[src/rtl/regfile_write_arbiter.sv]
// regfile_write_arbiter: round-robin arbiter of three register-file write ports with a zero-fill clear sequence
module regfile_write_arbiter #(
  parameter int NREQ = 3
) (
  input  logic              clock,
  input  logic              ctrl_reset,
  input  logic              ctrl_clear,
  input  logic [NREQ-1:0]   req_valid,
  input  logic [5*NREQ-1:0] req_reg,
  input  logic [32*NREQ-1:0] req_data,
  output logic [NREQ-1:0]   req_ready,
  output logic              ctrl_writeEnable,
  output logic [4:0]        ctrl_writeReg,
  output logic [31:0]       data_writeReg,
  output logic              busy
);
  typedef enum logic {RUN, CLEAR} state_t;
  state_t state;
  logic [1:0] rr_ptr, p1, p2, gidx, next_ptr;
  logic [4:0] cnt;
  logic grant;
  logic [4:0] sel_reg;
  logic [31:0] sel_data;
  // Grant the first valid requester at or above rr_ptr; clear, reset and CLEAR state suppress all grants
  always_comb begin
    p1 = (rr_ptr == 2'd2) ? 2'd0 : rr_ptr + 2'd1;
    p2 = (p1 == 2'd2) ? 2'd0 : p1 + 2'd1;
    gidx = req_valid[rr_ptr] ? rr_ptr : req_valid[p1] ? p1 : p2;
    grant = (|req_valid) && state == RUN && !ctrl_clear && !ctrl_reset;
    req_ready = grant ? NREQ'(1) << gidx : '0;
    next_ptr = (gidx == 2'd2) ? 2'd0 : gidx + 2'd1;
    sel_reg = req_reg[5*gidx +: 5];
    sel_data = req_data[32*gidx +: 32];
  end
  // FSM: accept one write per cycle in RUN, or step the zero-fill counter through registers 1..31 in CLEAR
  always_ff @(posedge clock or posedge ctrl_reset) begin
    if (ctrl_reset) begin
      state <= RUN;
      rr_ptr <= '0;
      cnt <= '0;
      ctrl_writeEnable <= 1'b0;
      ctrl_writeReg <= '0;
      data_writeReg <= '0;
      busy <= 1'b0;
    end else if (state == CLEAR) begin
      ctrl_writeEnable <= 1'b1;
      ctrl_writeReg <= cnt;
      data_writeReg <= '0;
      cnt <= cnt + 5'd1;
      if (cnt == 5'd31) begin
        state <= RUN;
        busy <= 1'b0;
      end
    end else if (ctrl_clear) begin
      state <= CLEAR;
      busy <= 1'b1;
      cnt <= 5'd1;
      ctrl_writeEnable <= 1'b0;
    end else if (grant) begin
      ctrl_writeEnable <= sel_reg != 5'd0;
      ctrl_writeReg <= sel_reg;
      data_writeReg <= sel_data;
      rr_ptr <= next_ptr;
    end else begin
      ctrl_writeEnable <= 1'b0;
    end
  end
endmodule

[config.mk]
export PLATFORM = sky130hd
export DESIGN_NAME = regfile_write_arbiter
export DESIGN_NICKNAME = d
export VERILOG_FILES = /design/src/rtl/regfile_write_arbiter.sv
export SDC_FILE = /design/constraint.sdc
export NUM_CORES = 1
export LEC_CHECK = 0
export CAP_MARGIN = 20
export CORE_ASPECT_RATIO = 0.75
export CORE_MARGIN = 1.5
export CORE_UTILIZATION = 37
export DETAILED_ROUTE_END_ITERATION = 12
export GPL_TIMING_DRIVEN = 0
export PLACE_DENSITY = 0.81
export SYNTH_ARGS = -nofsm -noshare
export SYNTH_HDL_FRONTEND = slang
export SYNTH_SLANG_ARGS = --single-unit
export TNS_END_PERCENT = 100
[constraint.sdc]
create_clock -name clock -period 3.55 [get_ports clock]
set_clock_uncertainty 0.1 [all_clocks]
set_input_delay 0.71 -clock clock [delete_from_list [all_inputs] [get_ports clock]]
set_output_delay 0.71 -clock clock [all_outputs]
set_load 0.05 [all_outputs]
==> impl_metrics.csv <==
group,metric,value,unit
outcome,status,"finished, final reports clean",
synth,syn_inst,268,
cells_and_area,antenna_cells,0,
cells_and_area,final_common_cell,"clkdlybuf4s50_1",
floorplanning,die_x,98.0,um
synth,yosysSeqAreaShare,46.9,%
clock_network,h-tree-depth,2,
job,max_cap_viol_count,0,
pwr,power.total,2.33,mW
worst_setup_path,r2r_setup_slack,1.54,ns
route,drc,0,
synth,syn_nets,387,
pwr,p_per_area,538,nW/um^2
clock_network,path_clk_slew,0.08,ns
timing,fin_ws,0.152,ns
floorplanning,die_y,74.3,um
cells_and_area,layout-drive-gt1-share,7.31,%
grt,grtUsageTotal,23.9,%
placed_design,dp_slack,-1.06,ns
route,vias,2809,
floorplanning,dieArea,7280,um^2
synth,ys_async_sr_fraction,100,%
timing,max_slew_margin,58.1,%
timing,fmax,0.294,GHz
synth,synth_top_cell_by_area,"dfrtp_1",
timing,slew_viol_final,0,
grt,grt_pass1_wl,13600,um
timing,setup_viol_count_final,0,
floorplanning,io_pins,159,
placed_design,gp_congestion,0.813,
clock_network,numClockSinks,47,
route,dr.first_iter.drc_count,111,
timing,finalHoldViolations,0,
grt,grt_max_degree,25,
worst_setup_path,path_max_fanout,10,
worst_setup_path,rr_endpoint,"ctrl_writeReg[0]$_DFFE_PP0P_",
grt,grt_overflow,0,
placed_design,hpwl,6710,um
clock_network,cts-root-buf,"clkbuf_8",
synth,synth_area_per_cell,9.35,um^2
hold_path,whs_path_depth,2,
synth,syn_area,2510,um^2
worst_setup_path,cp.arrival,2.59,ns
synth,synth.area.top_cells,"dfrtp_1, a22o_1, a21oi_1",
worst_setup_path,reg2reg_from,"state$_DFF_PP0_",
synth,yosysTopAreaCellShare,46.9,%
floorplanning,fp.coreArea,6410,um^2
hold_path,whs_endpoint,"data_writeReg[28]$_DFFE_PP0P_",
clock_network,clockBufferDepth,2,
clock_network,cts_made_buffers,5,
timing,worst_pin_slew,0.626,ns
synth,synth_ff_type,"dfrtp_1",
route,ant_nets,0,
cells_and_area,area_growth,72.8,%
timing,grt_setup_unrepaired,"false",
placed_design,placed_area,4190,um^2
pwr,peakVddDrop,233,uV
cells_and_area,design_area,4330,um^2
clock_network,insertion_delay,0.30,ns
clock_network,postCtsHoldBufs,0,
clock_network,cts_tree,"done",
timing,final.min_clock_period,3.40,ns
pwr,leakage,1.78,nW
placed_design,io_buffers,158,
worst_setup_path,end_kind,"output pin",
worst_setup_path,r2r_cells,7,
route,dr.pass1.iters,5,
cells_and_area,nNetsFinal,556,
route,wl_per_cell,17.0,um
floorplanning,rows,25,
hold_path,hold_start,"data_writeReg[28]$_DFFE_PP0P_",
grt,grt_pass1_vias,2751,
synth,yosysWarnings,0,
worst_setup_path,start_kind,"primary input",
timing,period_share,95.7,%
worst_setup_path,worstSetupPathType,"primary input to output pin",
synth,yosysUniqueCellTypes,34,
grt,antenna_found_initial,0,
floorplanning,initial_utilization,39.1,%
worst_setup_path,worstPathRequired,2.74,ns
route,wirelength,8830,um
hold_path,hold_class,"flop to flop",
timing,fin_setup_tns,0,ns
synth,synth_edf_count,0,
synth,ys_ff_latch,47,
route,avgViaCountPerCell,5.41,
cells_and_area,final_cell_mix,"clkdlybuf4s50_1, dfrtp_1, a21oi_1, a22o_1, nand3_1",
worst max-delay path by stage:
stage / cells after the start / startpoint / slack (ns) / to
after floorplan: 4 / ctrl_reset / 0.35 / req_ready[2]
after global placement: 6 / ctrl_reset / -1.06 / req_ready[1]
after detailed placement: 6 / ctrl_reset / -1.06 / req_ready[1]
after CTS: 7 / req_valid[0] / 0.04 / req_ready[2]
after global routing: 7 / req_valid[0] / 0.07 / req_ready[2]
final: 7 / req_valid[0] / 0.15 / req_ready[2]
timing repair:
| action | CTS | global route |
|---|---|---|
| cloned | 2 | 0 |
| endpoints found under the setup margin | 9 | 3 |
| buffers inserted | 1 | 0 |
| resized for setup | 5 | 6 |
synth_stat cells (all sizes together) (2+ instances only):
cell type	count
a22o	33
ha	2
inv	2
nand2	8
nand3	33
a32o	2
buf	13
nor2b	4
nand2b	2
nor2	6
clkbuf	12
a22oi	5
a21o	2
dfrtp	47
a21oi	40
o21ai	42
and2	4
cell families (layout without fill, tap and decap cells):
group                      after synthesis  after routing  share of synthesized area, %
buffers and inverters                   27            197                          5.44
AOI/OAI and AO/OA                      130            130                          33.8
adders and majority gates                2              2                         0.998
DFF                                     47             47                          46.9
xor gates and xnor gates                 1              1                         0.350
and+or+nand+nor                         61             61                          12.4
report_power, final:
| part | total (mW) | internal [mW] | switching [mW] |
|---|---|---|---|
| Combinational | 1.21 | 0.533 | 0.679 |
| Sequential | 0.698 | 0.622 | 0.0758 |
| Clock | 0.419 | 0.232 | 0.187 |
through the flow:
step / utilization (%) / cells / hold slack [ns]
3_5_place_dp: 65.4 / 507 / 0.393
4_1_cts: 67.5 / 518 / 0.413
2_1_floorplan: - / 268 / 0.387
3_3_place_gp: 65.4 / 507 / 0.384
5_1_grt: 67.6 / 519 / 0.443
6_report: 67.6 / 519 / 0.407
critical path: stages:
cell and delay, ns:
clkdlybuf4s50_1 0.44, nor2b_2 0.19, o41ai_4 0.38, buf_4 0.25, buf_4 0.20, nor2b_1 0.15, buf_2 0.28
final cells by class:
cell class | count | area [um^2]
clock buffer | 6 | 82.6
multi-input combinational | 194 | 1190
timing repair buffer | 160 | 1590
timing repair inverter | 2 | 10.0
buffer | 25 | 129
inverter | 2 | 11.3
tap | 81 | 101
fill | 556 | 2080
sequential | 47 | 1180
clock inverter | 2 | 38.8
state kept, by name, indices dropped and copies added (netlist names):
name,flops
ctrl_writeEnable,1
state,1
ctrl_writeReg,5
rr_ptr,2
cnt,5
data_writeReg,32
busy,1
layer usage:
layer  track usage (%)  share of wire, %  up-vias
met1              30.6                42     1339
met5                 0                 0        -
met4              5.56              0.51        0
met3              5.64               8.7        4
li1                  -                 -     1343
met2              42.0                48      123
(Power assumes the default switching activity.)
